--- src/rtl/boron_pkg.sv ---
// Shared definitions for the Boron substitution layer: S-box tables, lookup
// helpers and the FSM state encoding.
package boron_pkg;

   localparam logic [3:0] SBOX [16] = '{
      4'hE, 4'h4, 4'hB, 4'h1, 4'h7, 4'h9, 4'hC, 4'hA,
      4'hD, 4'h2, 4'h0, 4'hF, 4'h8, 4'h5, 4'h3, 4'h6
   };

   localparam logic [3:0] INV_SBOX [16] = '{
      4'hA, 4'h3, 4'h9, 4'hE, 4'h1, 4'hD, 4'hF, 4'h4,
      4'hC, 4'h5, 4'h7, 4'h2, 4'h6, 4'h8, 4'h0, 4'hB
   };

   typedef enum logic [1:0] {
      ST_IDLE = 2'd0,
      ST_RUN  = 2'd1,
      ST_DONE = 2'd2
   } sbox_state_t;

   function automatic logic [3:0] sbox4(input logic [3:0] nib);
      return SBOX[nib];
   endfunction

   function automatic logic [3:0] inv_sbox4(input logic [3:0] nib);
      return INV_SBOX[nib];
   endfunction

endpackage

--- src/rtl/boron_sbox_nibble.sv ---
// One 4-bit Boron S-box lookup; the inverse table only exists when INV_EN is set.
module boron_sbox_nibble
   import boron_pkg::*;
#(
   parameter bit INV_EN = 1'b1
) (
   input  logic [3:0] nib_i,
   input  logic       inv_i,
   output logic [3:0] nib_o
);

   assign nib_o = (INV_EN && inv_i) ? inv_sbox4(nib_i) : sbox4(nib_i);

endmodule

--- src/rtl/boron_sbox_layer.sv ---
// Sequential Boron S-box layer: substitutes NPC nibbles per cycle, LSB group
// first, and holds the finished word until the consumer takes it.
module boron_sbox_layer
   import boron_pkg::*;
#(
   parameter int DATA_W = 64,
   parameter int NPC    = 4,
   parameter bit INV_EN = 1'b1
) (
   input  logic              clk,
   input  logic              rst,
   input  logic              in_valid,
   output logic              in_ready,
   input  logic [DATA_W-1:0] in_data,
   input  logic              in_inv,
   output logic              out_valid,
   input  logic              out_ready,
   output logic [DATA_W-1:0] out_data,
   output logic              busy
);

   localparam int NIB   = DATA_W / 4;
   localparam int G     = NIB / NPC;
   localparam int CNT_W = (G > 1) ? $clog2(G) : 1;

   if ((DATA_W % 4) != 0 || (NIB % NPC) != 0) begin : g_param_err
      $error("boron_sbox_layer: DATA_W must be a multiple of 4 and NPC must divide DATA_W/4");
   end

   sbox_state_t       state_q, state_d;
   logic [DATA_W-1:0] work_q, work_d, work_run;
   logic [CNT_W-1:0]  cnt_q, cnt_d;
   logic              inv_q, inv_d;
   logic              accept;
   logic [3:0]        grp_nib [NPC];
   logic [3:0]        sub_nib [NPC];

   assign accept = in_valid & in_ready;

   // Gather the nibbles of the active group onto the NPC lookup lanes.
   always_comb begin
      for (int l = 0; l < NPC; l++) grp_nib[l] = '0;
      for (int g = 0; g < G; g++) begin
         if (cnt_q == CNT_W'(g)) begin
            for (int l = 0; l < NPC; l++) grp_nib[l] = work_q[(g*NPC + l)*4 +: 4];
         end
      end
   end

   genvar gi;
   for (gi = 0; gi < NPC; gi++) begin : g_lane
      boron_sbox_nibble #(.INV_EN(INV_EN)) u_nib (
         .nib_i (grp_nib[gi]),
         .inv_i (inv_q),
         .nib_o (sub_nib[gi])
      );
   end

   for (gi = 0; gi < NIB; gi++) begin : g_wb
      assign work_run[gi*4 +: 4] = (cnt_q == CNT_W'(gi / NPC)) ? sub_nib[gi % NPC]
                                                               : work_q[gi*4 +: 4];
   end

   always_ff @(posedge clk) begin
      if (rst) state_q <= ST_IDLE;
      else     state_q <= state_d;
   end

   always_comb begin
      state_d = state_q;
      unique case (state_q)
         ST_IDLE: if (in_valid) state_d = ST_RUN;
         ST_RUN:  if (cnt_q == CNT_W'(G - 1)) state_d = ST_DONE;
         ST_DONE: if (out_ready) state_d = in_valid ? ST_RUN : ST_IDLE;
         default: state_d = ST_IDLE;
      endcase
   end

   // out_ready feeds in_ready combinationally so DONE can hand over and reload in one cycle.
   always_comb begin
      in_ready  = (state_q == ST_IDLE) || ((state_q == ST_DONE) && out_ready);
      out_valid = (state_q == ST_DONE);
      busy      = (state_q != ST_IDLE);
   end

   always_comb begin
      work_d = work_q;
      cnt_d  = cnt_q;
      inv_d  = inv_q;
      if (accept) begin
         work_d = in_data;
         cnt_d  = '0;
         inv_d  = in_inv & INV_EN;
      end else if (state_q == ST_RUN) begin
         work_d = work_run;
         cnt_d  = cnt_q + 1'b1;
      end
   end

   always_ff @(posedge clk) begin
      if (rst) begin
         work_q <= '0;
         cnt_q  <= '0;
         inv_q  <= 1'b0;
      end else begin
         work_q <= work_d;
         cnt_q  <= cnt_d;
         inv_q  <= inv_d;
      end
   end

   assign out_data = work_q;

endmodule
--- config.mk ---
export PLATFORM = sky130hd
export DESIGN_NAME = boron_sbox_layer
export DESIGN_NICKNAME = d
export VERILOG_FILES = /design/src/rtl/boron_pkg.sv /design/src/rtl/boron_sbox_nibble.sv /design/src/rtl/boron_sbox_layer.sv
export SDC_FILE = /design/constraint.sdc
export NUM_CORES = 1
export LEC_CHECK = 0
export BUFFER_PORTS_ARGS = -buffer_cell sky130_fd_sc_hd__buf_2
export CORE_MARGIN = 5
export CORE_UTILIZATION = 45
export CTS_CLUSTER_DIAMETER = 80
export CTS_CLUSTER_SIZE = 14
export DETAILED_ROUTE_END_ITERATION = 10
export HOLD_SLACK_MARGIN = 0.05
export PLACE_DENSITY_LB_ADDON = 0.15
export SLEW_MARGIN = 20
export SYNTH_ARGS = -nofsm -noshare
export SYNTH_HDL_FRONTEND = slang
export SYNTH_SLANG_ARGS = --single-unit
export TNS_END_PERCENT = 1
--- constraint.sdc ---
create_clock -name clk -period 3 [get_ports clk]
set_clock_uncertainty 0.2 [all_clocks]
set_input_delay 0.6 -clock clk [delete_from_list [all_inputs] [get_ports clk]]
set_output_delay 0.6 -clock clk [all_outputs]
set_load 0.02 [all_outputs]
## After elaboration in Yosys (flattened, before gate mapping)

Memories as Yosys holds them, arrays and structs flattened.
Index checks and enable logic that the tools add are counted.

- Memory bits (read-only): 512
- Memory bits (writable): 0
- Register bits: 69
- Memories kept: 8
- Latch bits: 0
- Output and inout bits: 67

Memories:

| name | depth | width | read ports | clocked after Yosys merged registers in | wr ports | line | RTL |
|---|---|---|---|---|---|---|---|
| (no name shown) | 16 | 4 | 1 | 0 | 0 | boron_pkg.sv:26 | `return INV_SBOX[nib];` |
| (no name shown) | 16 | 4 | 1 | 0 | 0 | boron_pkg.sv:22 | `return SBOX[nib];` |
| (no name shown) | 16 | 4 | 1 | 0 | 0 | boron_pkg.sv:26 |  |
| (no name shown) | 16 | 4 | 1 | 0 | 0 | boron_pkg.sv:22 |  |
| (no name shown) | 16 | 4 | 1 | 0 | 0 | boron_pkg.sv:26 |  |
| (no name shown) | 16 | 4 | 1 | 0 | 0 | boron_pkg.sv:22 |  |
| 2 more memories | n/a | n/a | n/a | n/a | n/a | n/a |  |

- Add/sub/neg operators: 1
- Bitwise logic cells: 5
- Order comparisons: 4
- $mul: 0
- Multiplexer cells: 47
- Shift-type cells: 0
- Divide/modulo/power cells: 0
- Equality and inequality tests: 8
- Reductions and logical operators: 16

Operators by type and width:

| kind | count |
|---|---|
| $mux 4 | 36 |
| $mux 64 | 2 |
| $mux 16 | 4 |
| $ge 5x5->1 const B | 4 |
| $not 4->5 | 4 |
| $reduce_bool 2->1 | 6 |
| $reduce_and 2->1 | 4 |
| $eq 2x2->1 const B | 3 |
| $mux 2 | 3 |
| $pmux 2 s3 | 1 |
| $eq 2x1->1 const B | 2 |
| $logic_not 2->1 | 2 |
| $ne 2x2->1 const B | 2 |
| $reduce_and 3->1 | 1 |
| $add 2x1->2 const B | 1 |
| $ne 2x1->1 const B | 1 |
| $reduce_or 2->1 | 1 |
| $and 1x1->1 | 1 |
| $logic_and 1x1->1 | 1 |
| $logic_or 1x1->1 | 1 |
| $mux 1 | 1 |

## Depth between registers and ports, before layout

Gate-level depths: netlist of run 1.

- Depth after elaboration: 13
- Gate-level depth with buffers: 16

## By module

Synthesis of run 1 repeated with hierarchy kept, for this count alone.

- Cell total of the unflattened synthesis: 694
- Area total of the unflattened synthesis: 5502.8 µm²

Modules (own cells, without submodules):

| module | area each (µm²) | cells an instance | sequential area each (µm²) | instances |
|---|---|---|---|---|
| boron_sbox_layer | 3945.0 | 520 | 1381.3 | 1 |
| boron_sbox_nibble (g_lane[2].u_nib ...) | 404.1 | 40 | 0.0 | 2 |
| boron_sbox_nibble (g_lane[0].u_nib) | 389.1 | 48 | 0.0 | 1 |
| boron_sbox_nibble (g_lane[1].u_nib) | 360.3 | 46 | 0.0 | 1 |

## Least setup slack after synthesis of run 1

No wires, ideal clock.

- Kind: register -> register
- From: register cnt_q[1]
- To: register work_q[22] (netlist: out_data[22])
- Stages on the path, launching flop included: 13
- Library setup time: 0.141 ns
- Required time: 2.659 ns
- Path buffers: 2
- Setup slack: -0.015 ns
- Arrival time: 2.674 ns
- Clock period less this slack: 3.015 ns
- Path through: dfxtp_1 -> inv_1 -> ha_1 -> buf_4 -> buf_6 -> o211a_1 -> nor2_1 -> ha_1 -> nor3_1 -> a211oi_1 -> o21bai_1 -> a22oi_1 -> a311oi_1

- Longest elaborated chain between the ends: 13
- Elaborated cells on any way between the ends: 21
- Those cells by class: 3 x eq/ne; 12 x mux; 1 x bitwise; 3 x reduce/logical; 2 x memory

RTL lines:

| what | line | RTL |
|---|---|---|
| start, declared | boron_sbox_layer.sv:32 | `logic [CNT_W-1:0] cnt_q, cnt_d;` |
| start signal, assigned | boron_sbox_layer.sv:107 | `cnt_q <= cnt_d;` |
| $logic_not 2->1 | boron_sbox_layer.sv:44 | `if (cnt_q == CNT_W'(g)) begin` |
| $mux 16 (4 in series) | boron_sbox_layer.sv:44 |  |
| $not 4->5 (not written as such) | boron_pkg.sv:22, boron_pkg.sv:26 |  |
| $mem_v2 16x4 (on tied branches) | n/a |  |
| $mux 4 (on tied branches) (2 in series) | boron_pkg.sv:22, boron_pkg.sv:26 |  |
| $mux 4 | boron_sbox_nibble.sv:12 | `assign nib_o = (INV_EN && inv_i) ? inv_sbox4(nib_i) : sbox4(nib_i);` |
| $mux 4 | boron_sbox_layer.sv:60 | `assign work_run[gi*4 +: 4] = (cnt_q == CNT_W'(gi / NPC)) ? sub_nib[gi % NPC]` |
| $mux 64 | boron_sbox_layer.sv:94 | `end else if (state_q == ST_RUN) begin` |
| $mux 64 | boron_sbox_layer.sv:90 | `if (accept) begin` |
| end signal, assigned | boron_sbox_layer.sv:106 | `work_q <= work_d;` |
| end, declared | boron_sbox_layer.sv:31 | `logic [DATA_W-1:0] work_q, work_d, work_run;` |

Several ways; a longest one is shown, not always the timed one. The select of a mux whose other input is x is not followed.
A chain may end at the register's enable or synchronous reset.

## Worst setup path in the final report of run 1

- From: register cnt_q[0]
- To: register work_q[16] (netlist: out_data[16])

Same word-level chain as after synthesis.

==> impl_metrics.yaml, run 1 <==
status:
  status: "finished clean"
yosys:
  synth_area_sq_mm: 0.005099
  synth-edff-count: 0
  ys_seq_area_frac: 0.2709
  synth_top_area_share: 0.2709
  synthMuxAreaShare: 0.03288
  async_flop_share: 0
  synthSimpleGateAreaFrac: 0.2609
  synthCells: 658
  synth_seq_cells: 69
  synth_fp_nets: 746
  synth.avg_cell_area_sq_um: 7.749
  synth.most_common_cell: "nand2_1"
  ys_warn_count: 0
  yosys.area_share.xor_xnor: 0.01202
  ys_types: 73
  synthFlopType: "dfxtp_1"
  synth_common_cells: "nand2_1, dfxtp_1, nor2_1"
  synth_area_leaders: "dfxtp_1, nand2_1, a311oi_1"
  synth_top_family_by_area: "compound AO/OA/AOI/OAI gates"
  synthAdderAreaFrac: 0.04663
  synth_top_area_cell: "dfxtp_1"
  synth_compound_area_frac: 0.3058
place:
  place_area_sq_mm: 0.006196
  hpwl_um: 14070
  finalWeightedCongestion: 0.9576
  port_buffers: 135
pwr:
  cell_internal_pwr_mw: 2.469
  power_density_mw_per_mm2: 595.5
  comb_power_share: 0.423
  power_frac_clock: 0.295
  swShare: 0.3842
  power_frac_seq: 0.282
  p_switching_mw: 1.541
  vdd_ir_drop_max_v: 0.0003943
  p_leak_nw: 2.904
routing:
  drc_errors: 0
  wire_per_inst_um: 19.80
  via_count: 5764
  finalWirelength_um: 19120
  ant_nets: 0
  drtIter0Drc: 470
  vias_per_cell: 5.967
  first_pass_iters: 5
worst_setup_path:
  critPathLaunchType: "flop"
  crit_required_ps: 2990
  worstSetupPathType: "flop to flop"
  worst-path-max-fanout: 14
  arrival_ps: 2880
  endpoint_kind: "flop"
  worstRegToRegCells: 11
finish:
  area_growth_pct: 32.07
  num-fill-cells: 1015
  fin_area_sq_mm: 0.006734
  drive_gt1_frac: 0.3426
  fin_util: 0.6131
  num_antenna_cells: 0
  nNetsFinal: 909
floorplanning:
  die_area_sq_mm: 0.01356
  die_y_um: 116.4
  core_sq_mm: 0.01098
  rows: 38
  die_w_um: 116.4
  io-pin-count: 136
  start_util: 0.4642
global_routing:
  grt.total_usage: 0.2775
  grt_max_degree: 45
  globalRouteOverflowTotal: 0
  grt_pass1_wl_um: 29270
  grt_pass1_vias: 5662
  antenna_found_initial: 0
cts:
  insertion_delay_ps: 350
  cts_max_level: 3
  numCtsBuffers: 9
  cts-root-buf: "clkbuf_16"
  ctsHoldBuffers: 0
  clockBufferDepth: 2
  cts_tree: "done"
  path_clk_slew_ps: 60
  clock_sinks: 69
sta:
  slew_headroom: 0.4636
  final_hold_viol_count: 0
  slew_violations: 0
  setup-violations-final: 0
  max_clock_freq_mhz: 345.9
  layout_min_cycle_time_ps: 2891
  timing.hold.ws_ps: 295.4
  fin_crit_sh: 0.9635
  max_slew.worst_pin.slew_ps: 801.6
min_path:
  hold_class: "input pin to flop"
  hold_depth: 3
job:
  maxCapViolCount: 0
==> registers in the layout, summed over array words and instances (netlist names) <==
name,cells
state_q,2
out_data,64
cnt_q,2
inv_q,1
==> power by group through the flow <==
| stage | registers, mW | clock network, mW | logic [mW] |
|---|---|---|---|
| 3_3_place_gp | 1.15 | 0 | 1.60 |
| 5_1_grt | 1.14 | 1.24 | 1.84 |
| 4_1_cts | 1.13 | 1.19 | 1.62 |
| 6_report | 1.13 | 1.18 | 1.70 |
| 2_1_floorplan | 1.24 | 0 | 0.949 |
| 3_5_place_dp | 1.15 | 0 | 1.61 |
==> metal layers <==
layer	up-vias	GRT usage	share of wire
met4	0	0.09513	0.020
li1	2752	-	-
met2	211	0.4668	0.49
met5	-	0	0
met1	2772	0.3572	0.42
met3	29	0.05078	0.064
==> cell usage in the layout, fill, tap and decap left out, types with 5 or more instances in the layout <==
master / instances
a211oi_1: 11
a21oi_1: 39
a311oi_1: 36
a31oi_1: 6
and2_1: 5
and3_1: 12
buf_2: 135
buf_4: 65
clkbuf_16: 10
dfxtp_1: 67
ha_1: 13
ha_4: 5
inv_1: 12
mux2i_1: 11
nand2_1: 103
nand2b_1: 12
nand3_1: 21
nand3b_1: 5
nor2_1: 63
nor2b_1: 8
nor3_1: 16
o211a_1: 8
o211ai_1: 12
o21ai_0: 21
o22ai_1: 13
or3_1: 6
xnor2_1: 7
==> cell families after synthesis <==
group | count (synthesis)
compound gates | 202
fa+ha+maj | 19
flops | 69
buf+inv | 69
xor+xnor | 7
mux | 16
simple gates | 276
==> what timing repair did <==
item / CTS / global route
resized for setup: 3 / 30
pin swaps: 0 / 6
buffers inserted: 0 / 3
cloned: 0 / 1
setup endpoints to repair: 7 / 47
==> critical path, cell delays in order (launching register included) <==
cell and delay (ps):
dfxtp_2 340, buf_4 150, ha_4 180, buf_12 150, nand3b_1 200, a31oi_4 240, ha_1 290, inv_1 90
nor2_2 50, a211o_1 280, a21oi_1 360, a311oi_1 200
==> final timing paths <==
| kind | startpoint | slack, ps | end |
|---|---|---|---|
| setup / recovery | cnt_q[0] | 110 | out_data[16] |
| hold / removal | in_inv | 300 | inv_q |
| setup reg to reg | cnt_q[0] | 110 | out_data[16] |
| hold reg to reg | out_data[46] | 310 | out_data[46] |
==> cell type report <==
type	instances	area, sq um	area share
Multi-Input combinational cell	520	3531	0.5243
Sequential cell	69	1384	0.2055
Timing Repair Buffer	205	1260	0.1871
Clock buffer	9	225.2	0.03344
Tap cell	140	175.2	0.02601
Clock inverter	7	98.84	0.01468
Inverter	16	60.06	0.008919
==> stage by stage <==
stage                     setup slack [ps]  power, mW  instances  setup TNS, ps
after floorplan                      70.78      2.189        658              0
after global placement               28.63      2.746        946              0
after detailed placement            -47.08      2.758        946         -47.08
after CTS                            16.65      3.939        962              0
after global routing                -14.63      4.219        966         -36.95
final                                109.4      4.010        966              0
Note: power is estimated with default switching activity, not from simulation.
==> inputs of run 2 (changes only) <==
--- a/config.mk
+++ b/config.mk
@@ -13,6 +13,7 @@
 export DETAILED_ROUTE_END_ITERATION = 10
 export HOLD_SLACK_MARGIN = 0.05
 export PLACE_DENSITY_LB_ADDON = 0.15
+export RECOVER_POWER = 50
 export SLEW_MARGIN = 20
 export SYNTH_ARGS = -nofsm -noshare
 export SYNTH_HDL_FRONTEND = slang
==> run 2 against run 1 <==
Compared with the run above: setup slack lost 4.4 ps; sequential cell count is the same; fmax shrank 0.15%; first-iteration DRC count shrank 3.0%; largest cell class unchanged; die area is the same; worst hold slack is essentially flat; non-clock buffer count is the same; core utilization shrank 0.75 points; highest routed layer unchanged; wire length is essentially flat; power shrank 0.61%.
==> impl_metrics.yaml, run 2 (synthesis gave the netlist of run 1 again) <==
sta:
  slew_headroom: 0.4508
  timing.hold.ws_ps: 295.8
  fin_crit_sh: 0.9650
  max_clock_freq_mhz: 345.4
  setup-violations-final: 0
  final_hold_viol_count: 0
  max_slew.worst_pin.slew_ps: 820.7
  slew_violations: 0
  layout_min_cycle_time_ps: 2895
  final.setup.worst_slack_ps: 105.0
  setup_tns_ps: 0
routing:
  drc_errors: 0
  first_pass_iters: 5
  vias_per_cell: 5.953
  ant_nets: 0
  via_count: 5751
  finalWirelength_um: 19110
  wire_per_inst_um: 19.78
  drtIter0Drc: 456
min_path:
  hold_end: "inv_q"
  hold_start: "in_inv"
  hold_class: "input pin to flop"
  hold_depth: 3
global_routing:
  grt_pass1_wl_um: 29270
  met2_usage: 0.4668
  globalRouteOverflowTotal: 0
  met1_usage: 0.3572
  grt_busiest_layer: "met2"
  grt_pass1_vias: 5662
  antenna_found_initial: 0
  met3_usage: 0.05078
  grt.total_usage: 0.2775
  grt_max_degree: 45
worst_setup_path:
  r2r_slack_ps: 100
  cpMaxStageDelayCell: "dfxtp_2"
  cp.buffers_inverters: 4
  endpoint_kind: "flop"
  critPathLaunchType: "flop"
  worst-path-max-fanout: 6
  r2r_start: "cnt_q[0]"
  worstSetupPathType: "flop to flop"
  arrival_ps: 2950
  worstRegToRegCells: 13
  max_stage_delay_ps: 350
  crit_path_cell_trace: "inv_2 > ha_4 > buf_4 > and2b_1 > o21ai_1 > and2_4 > inv_1 > ha_1 > inv_1 > mux2_2 > mux2_2 > o211a_1 > a211oi_1"
  r2r_end: "out_data[58]"
  path_delay_family: "compound AO/OA/AOI/OAI gates"
  crit_required_ps: 3050
cts:
  clockBufferDepth: 2
  path_clk_slew_ps: 60
  cts_max_level: 3
  insertion_delay_ps: 350
  cts-root-buf: "clkbuf_16"
  cts_tree: "done"
  ctsHoldBuffers: 0
  numCtsBuffers: 9
  clock_sinks: 69
pwr:
  vdd_ir_drop_max_v: 0.0003915
  p_leak_nw: 2.656
  power_density_mw_per_mm2: 599.2
status:
  status: "finished clean"
place:
  port_buffers: 135
  hpwl_um: 14070
  dp_cells: 946
  pre_cts_slack_ps: -47.08
  finalWeightedCongestion: 0.9576
  place_area_sq_mm: 0.006196
floorplanning:
  rows: 38
  die_area_sq_mm: 0.01356
  die_w_um: 116.4
  core_sq_mm: 0.01098
  start_util: 0.4642
  die_y_um: 116.4
  io-pin-count: 136
finish:
  fin_cells: 966
  nNetsFinal: 909
  area_growth_pct: 30.45
  final_common_cell: "nand2_1"
  num-fill-cells: 1051
  num_antenna_cells: 0
  final_cell_mix: "nand2_1, buf_2, dfxtp_1"
  drive_gt1_frac: 0.2651
  largest_reg_flops: 64
  fin_area_sq_mm: 0.006651
job:
  maxCapViolCount: 0
run 2: final cells by class:
type	instances	area, sq um	share of cell area
repair buffers	205	1177	0.1770
well taps	140	175.2	0.02634
inverters	16	60.06	0.009029
clock buffers	9	225.2	0.03386
multi-input cells	520	3531	0.5309
flip-flops and latches	69	1384	0.2081
clock inverters	7	98.84	0.01486
run 2: metal layers:
layer  vias up  part of all wire
li1       2749                 -
met1      2790              0.42
met2       184              0.50
met3        28             0.060
met4         0             0.020
met5         -                 0
run 2: timing repair:
action / 4_1_cts / 5_1_grt
pin swaps: 0 / 6
resized for setup: 3 / 30
gates cloned: 0 / 1
setup endpoints to repair: 7 / 47
setup buffers: 0 / 3
run 2: metrics by stage:
| stage | utilization | power (mW) |
|---|---|---|
| 2_1_floorplan | - | 2.189 |
| 3_3_place_gp | 0.5641 | 2.746 |
| 6_report | 0.6056 | 3.985 |
| 3_5_place_dp | 0.5641 | 2.758 |
| 5_1_grt | 0.6056 | 4.194 |
| 4_1_cts | 0.5948 | 3.939 |
run 2: worst reg2reg max path, stage by stage, from the launching register on:
cell	delay (ps)
dfxtp_2	350
inv_2	70
ha_4	180
buf_4	160
and2b_1	160
o21ai_1	140
and2_4	160
inv_1	40
ha_1	280
inv_1	70
mux2_2	250
mux2_2	310
o211a_1	220
a211oi_1	210
run 2: how the worst max path moves through the flow:
stage               slack [ps]      from  depth (start not counted)            to
floorplan                   70  cnt_q[0]                         14  out_data[10]
global placement            30  cnt_q[0]                         12  out_data[28]
detailed placement         -50  cnt_q[0]                         12  out_data[44]
CTS                         20  cnt_q[0]                         12  out_data[11]
global route               -10  cnt_q[0]                         12  out_data[15]
finish                     100  cnt_q[0]                         13  out_data[58]
run 2: power by group:
part / internal, mW / switching (mW) / total, mW / leakage (nW)
Clock: 0.732 / 0.451 / 1.18 / 0.156
Sequential: 1.02 / 0.110 / 1.13 / 0.570
Combinational: 0.687 / 0.983 / 1.67 / 1.93
